$ cat config.mk
export PLATFORM = sky130hd
export DESIGN_NAME = serial_add_seq
export DESIGN_NICKNAME = d
export VERILOG_FILES = /design/src/rtl/serial_add_pkg.sv /design/src/rtl/serial_add_seq.sv
export SDC_FILE = /design/constraint.sdc
export NUM_CORES = 1
export LEC_CHECK = 0
export BUFFER_PORTS_ARGS = -buffer_cell sky130_fd_sc_hd__buf_2
export CORE_AREA = 2 2 63 77
export DETAILED_ROUTE_END_ITERATION = 8
export DIE_AREA = 0 0 65 79
export GPL_TIMING_DRIVEN = 0
export PLACE_DENSITY = 0.56
export SLEW_MARGIN = 10
export SYNTH_ARGS = -nofsm -noshare
export SYNTH_HDL_FRONTEND = slang
export SYNTH_SLANG_ARGS = --single-unit
$ cat constraint.sdc
create_clock -name clk -period 1.7 [get_ports clk]
set_clock_uncertainty 0.1 [all_clocks]
set_input_delay 0.34 -clock clk [delete_from_list [all_inputs] [get_ports clk]]
set_output_delay 0.34 -clock clk [all_outputs]
set_load 0.02 [all_outputs]
$ cat src/rtl/serial_add_pkg.sv
// Shared types and helpers for the bit-serial adder sequencer.
package serial_add_pkg;

    // Sequencer phases: waiting for operands, shifting bits through the
    // adder, holding the result for the consumer.
    typedef enum logic [1:0] {
        IDLE = 2'd0,
        RUN  = 2'd1,
        DONE = 2'd2
    } state_t;

    // Bit-counter width: enough to count 0..n-1, never narrower than 1 bit.
    function automatic int cnt_width(input int n);
        int w;
        w = $clog2(n);
        if (w < 1) begin
            w = 1;
        end
        return w;
    endfunction

endpackage

$ cat src/rtl/serial_add_seq.sv
// Bit-serial N-bit adder sequencer. Time-multiplexes one external 1-bit
// full adder, feeding it one operand bit per cycle (LSB first) and
// collecting sum/carry back, with valid/ready handshakes on both sides.
module serial_add_seq
    import serial_add_pkg::*;
#(
    parameter int N = 8
) (
    input  logic         clk,
    input  logic         rst,
    input  logic         in_valid,
    output logic         in_ready,
    input  logic [N-1:0] in_a,
    input  logic [N-1:0] in_b,
    input  logic         in_ci,
    output logic         fa_a,
    output logic         fa_b,
    output logic         fa_ci,
    input  logic         fa_sum,
    input  logic         fa_co,
    output logic         out_valid,
    input  logic         out_ready,
    output logic [N-1:0] out_sum,
    output logic         out_co,
    output logic         busy
);

    localparam int            CW   = cnt_width(N);
    localparam logic [CW-1:0] LAST = CW'(N - 1);

    state_t        r_state;
    logic [N-1:0]  r_a_sr;
    logic [N-1:0]  r_b_sr;
    logic [N-1:0]  r_sum_sr;
    logic          r_carry;
    logic [CW-1:0] r_cnt;
    logic          r_out_valid;
    logic [N-1:0]  r_out_sum;
    logic          r_out_co;

    logic          w_run;
    logic [N-1:0]  w_sum_next;

    assign w_run = (r_state == RUN);

    // Shift the adder's sum bit in at the MSB end. Concatenating then
    // shifting keeps this legal for N=1, where the result is just fa_sum.
    assign w_sum_next = N'({fa_sum, r_sum_sr} >> 1);

    // Adder inputs are gated by state so the adder sees zeros outside RUN;
    // all sources are registers, so nothing flows through from in_*.
    assign fa_a  = w_run & r_a_sr[0];
    assign fa_b  = w_run & r_b_sr[0];
    assign fa_ci = w_run & r_carry;

    assign in_ready  = (r_state == IDLE);
    assign busy      = (r_state != IDLE);
    assign out_valid = r_out_valid;
    assign out_sum   = r_out_sum;
    assign out_co    = r_out_co;

    // Sequencer FSM plus its datapath registers and registered outputs.
    // NOTE: every register here is assigned with <= so all of them sample
    // the pre-edge values; a blocking = would let later lines see updated
    // state within the same edge and break the shift/carry chain.
    always_ff @(posedge clk) begin
        if (rst) begin
            r_state     <= IDLE;
            r_a_sr      <= '0;
            r_b_sr      <= '0;
            r_sum_sr    <= '0;
            r_carry     <= 1'b0;
            r_cnt       <= '0;
            r_out_valid <= 1'b0;
            r_out_sum   <= '0;
            r_out_co    <= 1'b0;
        end else begin
            case (r_state)
                IDLE: begin
                    if (in_valid) begin
                        r_a_sr   <= in_a;
                        r_b_sr   <= in_b;
                        r_carry  <= in_ci;
                        r_cnt    <= '0;
                        r_sum_sr <= '0;
                        r_state  <= RUN;
                    end
                end
                RUN: begin
                    r_sum_sr <= w_sum_next;
                    r_carry  <= fa_co;
                    r_a_sr   <= r_a_sr >> 1;
                    r_b_sr   <= r_b_sr >> 1;
                    if (r_cnt == LAST) begin
                        // Final bit: publish the complete result in one step,
                        // so a partial sum never appears on the outputs.
                        r_out_sum   <= w_sum_next;
                        r_out_co    <= fa_co;
                        r_out_valid <= 1'b1;
                        r_state     <= DONE;
                    end else begin
                        r_cnt <= r_cnt + CW'(1);
                    end
                end
                DONE: begin
                    if (out_ready) begin
                        r_out_valid <= 1'b0;
                        r_state     <= IDLE;
                    end
                end
                default: begin
                    r_state <= IDLE;
                end
            endcase
        end
    end

endmodule

# Word-level counts from Yosys, hierarchy flattened
# Cells that the tools add are included.
[totals]
reg_bits = 40
input_bits = 23
wordCells = 47
[op_classes]
n_addsub = 1
eq_ne = 7
muxes = 18
n_bitwise = 3
n_reduce_logical = 9
[ops]
columns = ["cell", "count"]
rows = [
  ["8-bit one-hot mux with 2 select lines", 3],
  ["8-bit two-way mux", 3],
  ["3-bit AND reduction", 3],
  ["2-bit two-way mux", 3],
  ["3-bit two-way mux", 2],
  ["2-bit != test, second input constant", 3],
  ["2-bit one-hot mux with 3 select lines", 1],
  ["3-bit one-hot mux with 2 select lines", 1],
  ["2-bit nonzero test", 3],
  ["1-bit one-hot mux with 2 select lines", 2],
  ["2-bit AND reduction", 2],
  ["3-bit by 1-bit adder with 3-bit output, second input constant", 1],
  ["1-bit AND", 3],
  ["3-bit equality test, second input constant", 1],
  ["1-bit two-way mux", 3],
  ["2-bit by 1-bit equality test with 1-bit output, second input constant", 1],
  ["2-bit equality test, second input constant", 1],
  ["2-bit zero test", 1],
  ["2-bit by 1-bit != test with 1-bit output, second input constant", 1],
]

# Logic depth before layout (Yosys ltp)
# Gate-level depths: netlist (run 1).
[logic_depth]
word_depth = 3
mapped_depth = 6
depth_no_buf = 5

# Worst setup path before layout (run 1)
# OpenSTA, ideal clock, no wires.
[synth_timing]
path_type = "register to output"
startpoint = "register r_state[0]"
endpoint = "output busy"
arrival_time_ns = 1.050
t_required_ns = 1.260
slack_ns = 0.210
path_stages_with_launch = 4
cell_sequence = "dfxtp_1 buf_6 nor2_1 inv_1"
[synth_between]
elab_chain_cells = 1
[synth_rtl]
columns = ["item", "line", "rtl"]
rows = [
  ["start: declaration", "serial_add_seq.sv:31", "state_t r_state;"],
  ["start signal: assignment", "serial_add_seq.sv:68", "r_state <= IDLE;"],
  ["start signal: assignment", "serial_add_seq.sv:86", "r_state <= RUN;"],
  ["start signal: assignment", "serial_add_seq.sv:100", "r_state <= DONE;"],
  ["2-bit nonzero test", "serial_add_seq.sv:57", "assign busy = (r_state != IDLE);"],
  ["end: declaration", "serial_add_seq.sv:25", "output logic busy"],
]
# No other way between the ends.

# Worst setup path after layout (run 1)
[layout_timing]
startpoint = "register r_state[1]"
endpoint = "output fa_a"
[layout_between]
elab_chain_cells = 2
[layout_rtl]
columns = ["item", "line", "rtl"]
rows = [
  ["2-bit by 1-bit equality test with 1-bit output", "serial_add_seq.sv:44", "assign w_run = (r_state == RUN);"],
  ["1-bit AND", "serial_add_seq.sv:52", "assign fa_a = w_run & r_a_sr[0];"],
  ["end: declaration", "serial_add_seq.sv:16", "output logic fa_a,"],
]
# No other way between the ends.

==> results.py, run 1 <==
metrics = {
    "critical_path": {
        "cp_slowest_cell": "dfxtp_1",
        "arrival_ns": 1.21,
        "endpoint_kind": "output pin",
        "cp_data_required_time_ns": 1.26,
        "crit_type": "reg -> out",
        "startpoint_type": "flop",
        "worstPathCellList": "buf_6 > nor2b_4 > buf_6 > and2_4 > buf_6",
        "worstPathMaxFanout": 10,
        "critPathMostFrequentCell": "buf_6",
        "slowest_delay_ns": 0.31,
    },
    "die": {
        "io_pins": 38,
        "die_y_um": 79,
        "row_count": 27,
        "die_w_um": 65,
        "initial_core_util": 0.382,
        "die_area_um2": 5140,
        "core_area_um2": 4430,
    },
    "power_and_ir_drop": {
        "p_leak_uw": 0.000875,
        "p_sw_uw": 461,
        "power.density_nw_per_um2": 872,
        "finalPower_uw": 1810,
        "switching_share": 0.255,
        "clock_power_share": 0.323,
        "p_seq_frac": 0.540,
        "p_int_uw": 1350,
        "combPwrFrac": 0.137,
        "ir_drop_v": 0.000525,
    },
    "timing": {
        "tightestPinTransition_ns": 0.483,
        "max_freq_mhz": 608,
        "rsz0062_at_grt": "no",
        "fin_tns_setup_ns": 0,
        "finalCriticalPeriod_ns": 1.65,
        "setup_ws_ns": 0.0546,
        "finalHoldViolations": 0,
        "finalCritPeriodShare": 0.968,
        "finalSetupViolCount": 0,
        "holdWs_ns": 0.214,
        "slew_viol_final": 0,
        "slew_headroom": 0.678,
    },
    "final_layout": {
        "drive_gt1_frac": 0.291,
        "final_common_cell": "dfxtp_1",
        "post-route-util": 0.469,
        "area_growth_pct": 22.7,
        "nets": 250,
        "layout_common_cells": "dfxtp_1, buf_2, nor2_1",
        "antennaDiodeCount": 0,
    },
    "clocking": {
        "clock_latency_ns": 0.29,
        "ctsHoldBuffers": 0,
        "cts-buffers-inserted": 5,
        "clock_sinks": 39,
        "htree_levels": 2,
        "clockRootBuffer": "clkbuf_8",
        "cts_tree": "yes",
        "clk_pin_slew_ns": 0.07,
        "clockBufferDepth": 2,
    },
    "synth": {
        "synth_edf_count": 0,
        "ys_seq_area_frac": 0.462,
        "yosysWarnings": 0,
        "synth-seq-cells": 39,
        "synth_top_area_cell": "dfxtp_1",
        "synth.top_cell.area_share": 0.462,
        "synth_area_per_cell_um2": 9.45,
        "synthArstFlopShare": 0,
        "ys.flop_type": "dfxtp_1",
        "yosys-top-cells-area": "dfxtp_1, mux2i_1, nor2_1",
        "syn_area_um2": 1690,
        "syn_nets": 205,
        "synth_cell_types": 27,
        "syn_inst": 179,
    },
    "route": {
        "drc": 0,
        "drtPass1Iterations": 4,
        "drt_iter0_drc": 38,
        "vias_per_cell": 5.05,
        "ant_nets": 0,
        "wirelength_um": 3690,
        "vias": 1418,
        "wl_per_cell_um": 13.1,
    },
    "grt": {
        "antenna_found_initial": 0,
        "grt_usage": 0.154,
        "grt-ovfl-total": 0,
        "grt_pass1_wl_um": 6110,
        "grt_pass1_vias": 1314,
        "grt_start_max_net_pins": 11,
    },
    "min_path": {
        "hold_class": "in -> reg",
    },
    "run_status": {
        "status": "complete, no violations",
    },
    "placed_design": {
        "port_buffers": 36,
        "hpwl_um": 2660,
        "post-place-ws_ns": 0.0560,
        "place_congestion": 0.714,
    },
    "job": {
        "maxCapViolCount": 0,
    },
}
## cells in the mapped netlist (2+ instances only)
master    instances
dfxtp_1          39
nor2_1           29
mux2i_1          16
nand3_1          13
a211oi_1         12
nand2_1          12
a21oi_1          11
a22oi_1           8
buf_6             5
buf_2             4
clkbuf_1          4
a211oi_2          3
a31oi_1           3
and2_1            3
ha_1              3
a32oi_1           2
inv_1             2
## power groups by stage
stage	sequential [uW]	combinational [uW]	clock [uW]
floorplan	992	169	0
global placement	997	234	0
detailed placement	997	235	0
CTS	977	247	592
global route	982	275	631
finish	977	249	584
## metal layers
layer  vias up  wire length [um]  GRT usage  share of wire
li1        719                 -          -              -
met1       658              1660      0.178           0.45
met2        34              1810      0.270           0.49
met3         7               161     0.0382          0.044
met4         0                56     0.0574          0.015
met5         -                 0          0              0
## layout make-up
class	count	area, um^2
fillers	465	2350
multi-input cells	123	802
flip-flops and latches	39	781
repair buffers	38	214
plain buffers	15	126
clock buffers	6	72.6
well taps	58	72.6
inverters	2	7.51
## worst max-delay path, delay by kind of cell, from the launching register on
| kind | cells | cell delay, ns |
|---|---|---|
| buffers and inverters | 3 | 0.36 |
| DFF | 1 | 0.31 |
| and+or+nand+nor | 2 | 0.25 |
## flip-flops by register name (all words and copies together) (netlist names)
| signal | cells |
|---|---|
| r_carry | 1 |
| out_valid | 1 |
| r_b_sr | 8 |
| out_sum | 8 |
| out_co | 1 |
| r_state | 2 |
| r_cnt | 3 |
| r_a_sr | 8 |
| r_sum_sr | 7 |
## metrics by stage
step | cell area [um^2] | instances
after floorplan | 1690 | 179
after global placement | 1940 | 273
after detailed placement | 1940 | 273
after CTS | 2060 | 281
after global routing | 2080 | 281
final | 2080 | 281
## cells by family (layout without fill, tap and decap cells)
family,count (synthesis),count (layout),share of synthesized area
buf+inv,17,61,0.0747
mux,16,16,0.0947
simple gates,62,62,0.161
compound gates,42,42,0.186
flops,39,39,0.462
fa+ha+maj,3,3,0.0222
## timing repair
action	CTS	global route
buffers inserted	2	0
resized for setup	8	8
pin swaps	0	0
setup endpoints to repair	3	6
## path summary, 6_finish.rpt
path / start / to / slack (ns) / depth (start not counted)
worst max-delay path: r_state[1] / fa_a / 0.05 / 5
worst min-delay path: in_b[7] / r_b_sr[7] / 0.21 / 3
worst max register to register: r_cnt[0] / out_valid / 0.12 / 6
worst min register to register: out_sum[0] / out_sum[0] / 0.35 / 2
Power figures use the tool's default switching activity.
==> run 2: changes to the inputs <==
--- a/config.mk
+++ b/config.mk
@@ -6,11 +6,13 @@
 export NUM_CORES = 1
 export LEC_CHECK = 0
 export BUFFER_PORTS_ARGS = -buffer_cell sky130_fd_sc_hd__buf_2
-export CORE_AREA = 2 2 63 77
+export CORE_AREA = 2 2 59 73
+export CTS_BUF_LIST = sky130_fd_sc_hd__clkbuf_16
+export CTS_CLUSTER_DIAMETER = 100
 export DETAILED_ROUTE_END_ITERATION = 8
-export DIE_AREA = 0 0 65 79
+export DIE_AREA = 0 0 61 75
 export GPL_TIMING_DRIVEN = 0
-export PLACE_DENSITY = 0.56
+export PLACE_DENSITY = 0.63
 export SLEW_MARGIN = 10
 export SYNTH_ARGS = -nofsm -noshare
 export SYNTH_HDL_FRONTEND = slang
==> results.py, run 2 (same netlist as run 1, synthesis figures left out) <==
metrics = {
    "final_layout": {
        "postLayoutCellArea_um2": 2140,
        "nets": 252,
        "area_growth_pct": 26.4,
        "layout_common_cells": "dfxtp_1, buf_2, nor2_1",
        "drive_gt1_frac": 0.291,
        "final_common_cell": "dfxtp_1",
        "antennaDiodeCount": 0,
    },
    "clocking": {
        "clockRootBuffer": "clkbuf_16",
        "htree_levels": 2,
        "clk_pin_slew_ns": 0.05,
        "cts-buffers-inserted": 5,
        "clock_sinks": 39,
        "clock_latency_ns": 0.27,
        "cts_tree": "yes",
        "clockBufferDepth": 2,
    },
    "die": {
        "initial_core_util": 0.440,
        "io_pins": 38,
        "row_count": 25,
        "die_y_um": 75,
        "die_area_um2": 4580,
        "core_area_um2": 3850,
        "die_w_um": 61,
    },
    "power_and_ir_drop": {
        "power.density_nw_per_um2": 973,
        "p_sw_uw": 479,
        "ir_drop_v": 0.000578,
        "finalPower_uw": 2080,
        "p_int_uw": 1600,
        "switching_share": 0.230,
        "p_seq_frac": 0.471,
        "p_leak_uw": 0.000914,
        "combPwrFrac": 0.117,
        "clock_power_share": 0.413,
    },
    "timing": {
        "finalCritPeriodShare": 0.963,
        "max_freq_mhz": 611,
        "setup_ws_ns": 0.0626,
        "finalHoldViolations": 0,
        "tightestPinTransition_ns": 0.483,
        "holdWs_ns": 0.229,
        "fin_tns_setup_ns": 0,
        "slew_headroom": 0.678,
        "finalCriticalPeriod_ns": 1.64,
        "slew_viol_final": 0,
        "rsz0062_at_grt": "no",
        "finalSetupViolCount": 0,
    },
    "critical_path": {
        "worstPathCellList": "buf_6 > nor2b_4 > buf_6 > and2_4 > buf_6",
        "cp_data_required_time_ns": 1.26,
        "critPathMostFrequentCell": "buf_6",
        "worstPathMaxFanout": 6,
        "path_buf_inv": 3,
        "crit_type": "reg -> out",
        "arrival_ns": 1.20,
        "cp_slowest_cell": "dfxtp_1",
        "startpoint_type": "flop",
        "endpoint_kind": "output pin",
        "crit_family": "buffers and inverters",
        "slowest_delay_ns": 0.30,
    },
    "route": {
        "drc": 0,
        "vias_per_cell": 4.95,
        "vias": 1392,
        "ant_nets": 0,
        "wl_per_cell_um": 12.6,
        "wirelength_um": 3540,
        "drtPass1Iterations": 4,
        "drt_iter0_drc": 24,
    },
    "min_path": {
        "hold_class": "in -> reg",
    },
    "grt": {
        "grt-ovfl-total": 0,
        "grt_pass1_wl_um": 5830,
        "grt_usage": 0.170,
        "antenna_found_initial": 0,
        "grt_pass1_vias": 1270,
        "grt_start_max_net_pins": 12,
    },
    "run_status": {
        "status": "complete, no violations",
    },
    "job": {
        "maxCapViolCount": 0,
    },
    "placed_design": {
        "hpwl_um": 2490,
        "placed_area_um2": 1940,
        "place_congestion": 0.740,
        "port_buffers": 36,
        "post-place-ws_ns": 0.0732,
    },
}
[run 2: changes by cell type in the layout (fill, tap and decap cells not counted), sizes merged]
cell	before	now
buf	49	51
clkinv	0	2
clkbuf	10	9
inv	2	3
[run 2: tightest hold or removal path, stage by stage]
cell	delay (ns)
buf_2	0.11
nand3_1	0.06
a21oi_1	0.05
[run 2: worst paths after layout]
kind              start          to  slack, ns  depth (start not counted)
min               fa_co      out_co       0.23                          3
min reg2reg  out_sum[4]  out_sum[4]       0.35                          2
max reg2reg    r_cnt[0]   out_valid       0.13                          6
max          r_state[1]        fa_b       0.06                          5
[run 2: per-stage QoR]
step            util  std cells
6_report       0.556        281
4_1_cts        0.546        278
2_1_floorplan      -        179
3_5_place_dp   0.504        269
5_1_grt        0.556        281
3_3_place_gp   0.504        269
[run 2: what timing repair did]
item,in CTS,in global routing
hold buffers,0,0
hold endpoints to repair,0,0
gates resized for setup,5,8
pin swaps,0,0
buffers inserted,1,3
setup endpoints to repair,3,6
[run 2: final cells by class]
type / count / area (um^2)
Sequential cell: 39 / 782
Timing Repair Buffer: 40 / 221
Tap cell: 54 / 67.6
Inverter: 2 / 7.51
Fill cell: 376 / 1710
Clock buffer: 5 / 125
Clock inverter: 3 / 11.3
Buffer: 15 / 126
Multi-Input combinational cell: 123 / 797
[run 2: power groups by stage]
stage	registers (uW)	clock network, uW	logic, uW
6_report	979	858	242
5_1_grt	983	926	268
4_1_cts	978	887	240
3_5_place_dp	997	0	233
3_3_place_gp	996	0	231
2_1_floorplan	992	0	169
[run 2: layer usage]
metal | wire length [um] | track usage
met1 | 1590 | 0.207
met2 | 1730 | 0.288
met3 | 170 | 0.0498
met4 | 44 | 0.0507
met5 | 0 | 0
